--- config.mk ---
export PLATFORM = sky130hd
export DESIGN_NAME = key_debouncer_flat
export DESIGN_NICKNAME = d
export VERILOG_FILES = /design/src/rtl/key_debouncer_if.sv /design/src/rtl/key_debouncer.sv /design/src/flat_wrapper.sv
export SDC_FILE = /design/constraint.sdc
export NUM_CORES = 1
export LEC_CHECK = 0
export BUFFER_PORTS_ARGS = -buffer_cell sky130_fd_sc_hd__buf_2
export CAP_MARGIN = 20
export CORE_AREA = 4 4 181 183
export DETAILED_ROUTE_END_ITERATION = 16
export DIE_AREA = 0 0 185 187
export GPL_TIMING_DRIVEN = 0
export PLACE_DENSITY = 0.73
export SYNTH_ARGS = -nofsm -noshare
export SYNTH_HDL_FRONTEND = slang
export SYNTH_SLANG_ARGS = --single-unit
export TNS_END_PERCENT = 20
--- constraint.sdc ---
create_clock -name sysclk -period 4.04 [get_ports sysclk]
set_clock_uncertainty 0.1 [all_clocks]
set_input_delay 0.404 -clock sysclk [delete_from_list [all_inputs] [get_ports sysclk]]
set_output_delay 0.404 -clock sysclk [all_outputs]
set_load 0.02 [all_outputs]
--- src/rtl/key_debouncer_if.sv ---
// Key conditioning bus: raw pin levels in, clean levels and one-cycle event pulses out.
interface key_debouncer_if #(
  parameter int NUM_KEYS = 9
);
  logic [NUM_KEYS-1:0] raw_keys;
  logic [NUM_KEYS-1:0] key_level;
  logic [NUM_KEYS-1:0] key_press;
  logic [NUM_KEYS-1:0] key_release;
  logic [NUM_KEYS-1:0] key_repeat;
  logic [NUM_KEYS-1:0] key_event;

  modport master (
    output raw_keys,
    input  key_level, key_press, key_release, key_repeat, key_event
  );

  modport slave (
    input  raw_keys,
    output key_level, key_press, key_release, key_repeat, key_event
  );
endinterface

--- src/rtl/key_debouncer.sv ---
// Per-key 2-FF synchroniser, stability-counter debouncer and auto-repeat FSM
// producing clean levels plus registered press/release/repeat/event pulses.
module key_debouncer #(
  parameter int                  NUM_KEYS        = 9,
  parameter int                  DEBOUNCE_CYCLES = 500000,
  parameter int                  REPEAT_DELAY    = 25000000,
  parameter int                  REPEAT_PERIOD   = 5000000,
  parameter logic [NUM_KEYS-1:0] REPEAT_MASK     = 9'h00F
) (
  input  logic           sysclk,
  input  logic           rst,
  key_debouncer_if.slave bus
);

  localparam int DCW  = $clog2(DEBOUNCE_CYCLES);
  localparam int RMAX = (REPEAT_DELAY > REPEAT_PERIOD) ? REPEAT_DELAY : REPEAT_PERIOD;
  localparam int RCW  = $clog2(RMAX);

  localparam logic [DCW-1:0] DC_LAST = DCW'(DEBOUNCE_CYCLES - 1);
  localparam logic [RCW-1:0] RD_LAST = RCW'(REPEAT_DELAY - 1);
  localparam logic [RCW-1:0] RP_LAST = RCW'(REPEAT_PERIOD - 1);

  typedef enum logic [1:0] {
    ST_IDLE,
    ST_DELAY,
    ST_REPEAT
  } rep_state_t;

  logic [NUM_KEYS-1:0] r_sync1;
  logic [NUM_KEYS-1:0] r_sync2;
  logic [NUM_KEYS-1:0] r_level;
  logic [NUM_KEYS-1:0] r_press;
  logic [NUM_KEYS-1:0] r_release;
  logic [NUM_KEYS-1:0] r_repeat;
  logic [NUM_KEYS-1:0] r_event;
  logic [DCW-1:0]      r_dcnt  [NUM_KEYS];
  logic [RCW-1:0]      r_rcnt  [NUM_KEYS];
  rep_state_t          r_state [NUM_KEYS];

  logic [NUM_KEYS-1:0] w_rise;
  logic [NUM_KEYS-1:0] w_fall;
  logic [NUM_KEYS-1:0] w_rep;

  // Flip and terminal-count decisions for this edge; a release flip suppresses any repeat.
  always_comb begin
    w_rise = '0;
    w_fall = '0;
    w_rep  = '0;
    for (int k = 0; k < NUM_KEYS; k++) begin
      w_rise[k] = (r_dcnt[k] == DC_LAST) && r_sync2[k] && !r_level[k];
      w_fall[k] = (r_dcnt[k] == DC_LAST) && !r_sync2[k] && r_level[k];
      w_rep[k]  = REPEAT_MASK[k] && !w_fall[k] &&
                  (((r_state[k] == ST_DELAY)  && (r_rcnt[k] == RD_LAST)) ||
                   ((r_state[k] == ST_REPEAT) && (r_rcnt[k] == RP_LAST)));
    end
  end

  always_ff @(posedge sysclk) begin
    if (rst) begin
      r_sync1   <= '0;
      r_sync2   <= '0;
      r_level   <= '0;
      r_press   <= '0;
      r_release <= '0;
      r_repeat  <= '0;
      r_event   <= '0;
      for (int k = 0; k < NUM_KEYS; k++) begin
        r_dcnt[k]  <= '0;
        r_rcnt[k]  <= '0;
        r_state[k] <= ST_IDLE;
      end
    end else begin
      r_sync1   <= bus.raw_keys;
      r_sync2   <= r_sync1;
      r_level   <= r_level ^ (w_rise | w_fall);
      r_press   <= w_rise;
      r_release <= w_fall;
      r_repeat  <= w_rep;
      r_event   <= w_rise | w_rep;
      for (int k = 0; k < NUM_KEYS; k++) begin
        // Any sample agreeing with the stable level restarts the stability count.
        if ((r_sync2[k] == r_level[k]) || (r_dcnt[k] == DC_LAST))
          r_dcnt[k] <= '0;
        else
          r_dcnt[k] <= r_dcnt[k] + 1'b1;

        if (!REPEAT_MASK[k]) begin
          r_state[k] <= ST_IDLE;
          r_rcnt[k]  <= '0;
        end else begin
          case (r_state[k])
            ST_IDLE: begin
              if (w_rise[k]) begin
                r_state[k] <= ST_DELAY;
                r_rcnt[k]  <= '0;
              end
            end
            ST_DELAY: begin
              if (w_fall[k]) begin
                r_state[k] <= ST_IDLE;
                r_rcnt[k]  <= '0;
              end else if (r_rcnt[k] == RD_LAST) begin
                r_state[k] <= ST_REPEAT;
                r_rcnt[k]  <= '0;
              end else begin
                r_rcnt[k] <= r_rcnt[k] + 1'b1;
              end
            end
            ST_REPEAT: begin
              if (w_fall[k]) begin
                r_state[k] <= ST_IDLE;
                r_rcnt[k]  <= '0;
              end else if (r_rcnt[k] == RP_LAST) begin
                r_rcnt[k] <= '0;
              end else begin
                r_rcnt[k] <= r_rcnt[k] + 1'b1;
              end
            end
            default: begin
              r_state[k] <= ST_IDLE;
              r_rcnt[k]  <= '0;
            end
          endcase
        end
      end
    end
  end

  assign bus.key_level   = r_level;
  assign bus.key_press   = r_press;
  assign bus.key_release = r_release;
  assign bus.key_repeat  = r_repeat;
  assign bus.key_event   = r_event;

endmodule

--- src/flat_wrapper.sv ---
// flat-port wrapper written by rule: the top's interface ports become plain ports
module key_debouncer_flat 
#(
  parameter int                  NUM_KEYS        = 9,
  parameter int                  DEBOUNCE_CYCLES = 500000,
  parameter int                  REPEAT_DELAY    = 25000000,
  parameter int                  REPEAT_PERIOD   = 5000000,
  parameter logic [NUM_KEYS-1:0] REPEAT_MASK     = 9'h00F
)
  (sysclk, rst, bus_raw_keys, bus_key_level, bus_key_press, bus_key_release, bus_key_repeat, bus_key_event);
  key_debouncer_if #(.NUM_KEYS(NUM_KEYS)) bus_i ();
  input  logic sysclk;
  input  logic rst;
  input wire logic [$bits(bus_i.raw_keys)-1:0] bus_raw_keys;
  output wire logic [$bits(bus_i.key_level)-1:0] bus_key_level;
  output wire logic [$bits(bus_i.key_press)-1:0] bus_key_press;
  output wire logic [$bits(bus_i.key_release)-1:0] bus_key_release;
  output wire logic [$bits(bus_i.key_repeat)-1:0] bus_key_repeat;
  output wire logic [$bits(bus_i.key_event)-1:0] bus_key_event;
  assign bus_i.raw_keys = bus_raw_keys;
  assign bus_key_level = bus_i.key_level;
  assign bus_key_press = bus_i.key_press;
  assign bus_key_release = bus_i.key_release;
  assign bus_key_repeat = bus_i.key_repeat;
  assign bus_key_event = bus_i.key_event;
  key_debouncer #(.NUM_KEYS(NUM_KEYS), .DEBOUNCE_CYCLES(DEBOUNCE_CYCLES), .REPEAT_DELAY(REPEAT_DELAY), .REPEAT_PERIOD(REPEAT_PERIOD), .REPEAT_MASK(REPEAT_MASK)) u_core (.sysclk(sysclk), .rst(rst), .bus(bus_i));
endmodule
==> Word-level counts from Yosys, hierarchy flattened <==
Memory sizes are Yosys's and may differ from the RTL's.
Cells that the tools add are included.
{ "op_classes": {"n_bitwise": 83, "n_mux": 273, "n_reduce_logical": 91, "addsub": 13, "n_eq_ne": 34} }
{ "op_table": {"columns": ["cell", "n"], "rows": [
  ["two-way mux 25 bit", 37],
  ["two-way mux 19 bit", 18],
  ["two-way mux 1 bit", 193],
  ["adder 19 x 1 -> 19 bit (second input constant)", 9],
  ["equality test 19 bit (second input constant)", 9],
  ["adder 25 x 1 -> 25 bit (second input constant)", 4],
  ["equality test 25 x 23 -> 1 bit (second input constant)", 4],
  ["equality test 25 bit (second input constant)", 4],
  ["bitwise OR 1 bit", 80],
  ["two-way mux 2 bit", 25],
  ["logical AND 1 bit", 48],
  ["logical NOT 1 bit", 22],
  ["logical OR 1 bit", 13],
  ["OR reduction 3 bit", 4],
  ["equality test 1 bit", 9],
  ["bitwise OR 9 x 4 -> 9 bit", 1],
  ["bitwise OR 9 bit", 1],
  ["XOR 9 bit", 1],
  ["equality test 2 x 1 -> 1 bit (second input constant)", 4],
  ["equality test 2 bit (second input constant)", 4],
  ["logical NOT 2 bit", 4]
]} }
{ "word_totals": {"memories": 3, "ram_bits": 414, "output_inout_bits": 45, "regBits": 63} }
{ "mem_list": {"columns": ["memory", "depth", "word_bits", "read_ports", "rd_ports_with_merged_regs", "write_ports", "line_no", "rtl"], "rows": [
  ["u_core.r_rcnt", 9, 25, 4, 0, 9, "key_debouncer.sv:37", "logic [RCW-1:0] r_rcnt [NUM_KEYS];"],
  ["u_core.r_dcnt", 9, 19, 9, 0, 9, "key_debouncer.sv:36", "logic [DCW-1:0] r_dcnt [NUM_KEYS];"],
  ["u_core.r_state", 9, 2, 4, 0, 9, "key_debouncer.sv:38", "rep_state_t r_state [NUM_KEYS];"]
]} }

==> Longest topological paths before layout <==
An unclocked memory read counts as a cell.
{ "logic_depth": {"word_depth": 16, "depth_mapped": 8, "depth_no_buf": 6} }

==> Least setup slack after synthesis <==
Ideal clock, no wire load.
{ "synth_timing": {"path_kind": "register to register", "startpoint": "mem u_core.r_dcnt[2][6] (netlist bit)", "endpoint": "mem u_core.r_rcnt[0][50] (netlist bit), enable pin", "slack_ns": 0.299, "required_time_ns": 3.498, "path_stages_with_launch": 6, "t_arrival_ns": 3.199, "path_cell_list": "edfxtp_1 -> nor4b_1 -> nand3b_1 -> or3_1 -> clkbuf_1 -> o21ai_0"} }
{ "synth_lines": {"columns": ["item", "line_no"], "rows": [
  ["start, declared", "key_debouncer.sv:36"],
  ["end, declared", "key_debouncer.sv:37"]
]} }

==> impl_metrics.ini <==
[status]
outcome = finished clean

[cts]
clk_latency_ns = 0.52
post_cts_buffers = 0
clkSinkCount = 332
htreeDepth = 2
cts_root_buf = clkbuf_16
clkTransAtPathRegs_ns = 0.06
cts_buffers = 37
ctsResizeCount = 0
clock_path_buffers = 3
cts_tree = done

[setup_path]
critPathRequiredTime_ns = 4.07
end_kind = flip-flop
crit_arrival_ns = 3.53
worst-path-max-fanout = 25
critPathKind = in2reg
startpoint_type = input pin
worstRegToRegCells = 5

[pwr]
ir_drop_mv = 0.369
p_seq_share_pct = 51.9
sw_frac_of_total_pct = 23.1
p_leak_uw = 0.00701
power_switching_uw = 1910
internal_power_uw = 6350
clkPwrFrac_pct = 41.2
comb_power_share_pct = 6.9
pwr_density_cell_nw_per_um2 = 420

[routing]
drt_wl_total_um = 31400
dr.pass1.iters = 5
via_count = 12000
wire_per_inst_um = 13.6
final_antenna_net_count = 0
dr.first_iter.drc_count = 750
viasPerCell = 5.19
drc = 0

[synthesis]
synth.distinct_cells = 65
synthAdderAreaFrac_pct = 0.960
synth-seq-area-share_pct = 55.7
synth_area_leader_cell = edfxtp_1
yosysMostFrequentCell = nor2_1
yosys.area_share.simple_pct = 25.9
synth_top_family_by_area = simple AND/OR/NAND/NOR gates
synthTopCellsByCount = nor2_1, edfxtp_1, xor2_1
synth_edf_count = 279
synth.area.mux_share_pct = 0.421
synth_xor_area_share_pct = 12.4
syn_area_per_cell_um2 = 10.5
synth_compound_area_share_pct = 2.30
synth-async-reset-ratio_pct = 0
synth_top_area_share_pct = 49.4
synth_ff_type = edfxtp_1
synth_area_um2 = 17000
synth_area_leaders = edfxtp_1, nor2_1, xor2_1, dfxtp_1, xnor2_1
yosys_warnings = 0
syn_inst = 1610
ys_ff_latch = 332

[timing]
worst_slack_ns = 0.540
holdWs_ns = 0.0280
hold_violations = 0
finalCriticalPeriod_ns = 3.50
period_share_pct = 86.6
rsz0062_at_grt = false
setup-violations-final = 0
worstMarginPinSlew_ns = 1.03
relSlewSlack_pct = 31.0
max_freq_mhz = 286
slew_violations = 0

[place]
pre_cts_ws_ns = -0.0628
dp_cells = 2236
place_congestion = 0.805
placed_cell_area_um2 = 18400
portBuffers = 49
dp_hpwl_um = 22300

[layout]
finalInstanceArea_um2 = 19700
nets = 1903
layout-drive-gt1-share_pct = 7.66
post-route-util_pct = 63.0
n_antenna_cell = 0
areaGrowthSynthToFinish_pct = 16.1
fin_cells = 2309

[floorplanning]
core-area_um2 = 31200
die_x_um = 185
dieHeight_um = 187
dieArea_um2 = 34600
start_util_pct = 54.3
pin_count = 56
row_count = 65

[job]
drv_cap = 0

[global_route]
grt_pass1_vias = 11500
antenna_found_initial = 0
grt_max_degree = 26
grt_pass1_wl_um = 53400
gr-total-overflow = 0
grt_use_total_pct = 18.2

[worst_hold_path]
holdPathStages = 2
worst_hold_path_type = in2reg
==> power by group through the flow <==
stage	combinational [uW]	clock (uW)	sequential [uW]
floorplan	451	0	4280
global placement	535	0	4340
detailed placement	548	0	4350
CTS	555	3490	4280
global route	651	3640	4330
finish	568	3400	4290
==> timing repair <==
item                       in CTS  in global routing
hold endpoints to repair        4                  0
hold buffers                    4                  0
setup endpoints to repair       0                  0
==> cell type report <==
type                       count  area [um2]
fill                        2570       11500
tap                          402         503
inverter                      34         128
clock buffer                  51        1060
multi-input combinational   1371        7790
timing repair buffer          56         333
sequential                   332        9440
buffer                        47         254
clock inverter                16         180
==> worst paths after layout <==
check	start	end	slack (ns)
max	rst	u_core.r_rcnt[0][90]	0.54
min	bus_raw_keys[4]	u_core.r_sync1[4]	0.03
max reg2reg	u_core.r_dcnt[0][6]	u_core.r_rcnt[0][6]	1.02
min reg2reg	u_core.r_sync1[2]	u_core.r_sync2[2]	0.33
==> routing by layer <==
layer | up-vias | track usage, % | wire length, um
li1 | 6104 | - | -
met1 | 5616 | 25.5 | 14700
met2 | 221 | 29.3 | 14600
met3 | 54 | 3.36 | 1370
met4 | 0 | 5.25 | 687
met5 | - | 0 | 0
==> stage by stage <==
stage          TNS, ns  power, uW
3_3_place_gp    -17.82       4880
2_1_floorplan        0       4730
4_1_cts              0       8330
6_report             0       8260
5_1_grt              0       8620
3_5_place_dp     -2.69       4900
==> critical path: stages <==
cell and delay (ns):
clkbuf_1 0.45, clkbuf_1 0.64, clkbuf_1 0.46, buf_1 0.62, nor3_1 0.15, nand2_1 0.79
==> registers in the layout (all words and copies together), names as in the netlist, named ones only <==
name,count
u_core.r_dcnt,171
u_core.r_rcnt,100
u_core.bus.key_event,9
u_core.bus.key_release,9
u_core.r_sync1,9
u_core.r_sync2,9
u_core.r_state,8
u_core.bus.key_press,4
u_core.bus.key_repeat,4
==> cell usage in the layout (no fill, tap or decap), drive strengths merged, types with 4 or more instances in the layout <==
cell type / synthesis / routed
nand4b: 6 / 6
bufinv: 0 / 4
xnor2: 109 / 109
o21ai: 12 / 12
inv: 34 / 35
a21oi: 19 / 19
buf: 23 / 74
ha: 13 / 13
nand3: 90 / 90
nor4bb: 4 / 4
nand4: 69 / 69
or4: 15 / 15
and4: 24 / 24
conb: 2 / 176
dfxtp: 53 / 53
nand2b: 24 / 24
nor4b: 6 / 6
dlygate4sd3: 0 / 4
nand3b: 4 / 4
clkinv: 0 / 11
xor2: 131 / 131
nor2: 338 / 338
mux2i: 6 / 6
clkbuf: 24 / 76
and2: 8 / 8
nor4: 27 / 27
and3: 37 / 37
edfxtp: 279 / 279
nor2b: 22 / 22
nor3: 63 / 63
nand2: 103 / 103
or2: 9 / 9
or3: 15 / 15
==> kinds of logic (layout without fill, tap and decap cells) <==
logic type      count (synthesis)  in the layout
buf+inv                        81            204
flops                         332            332
simple gates                  877            877
xor+xnor                      240            240
compound gates                 58             58
fa+ha+maj                      13             13
mux                             7              7
other cells                     2            176
Power figures use the tool's default switching activity.
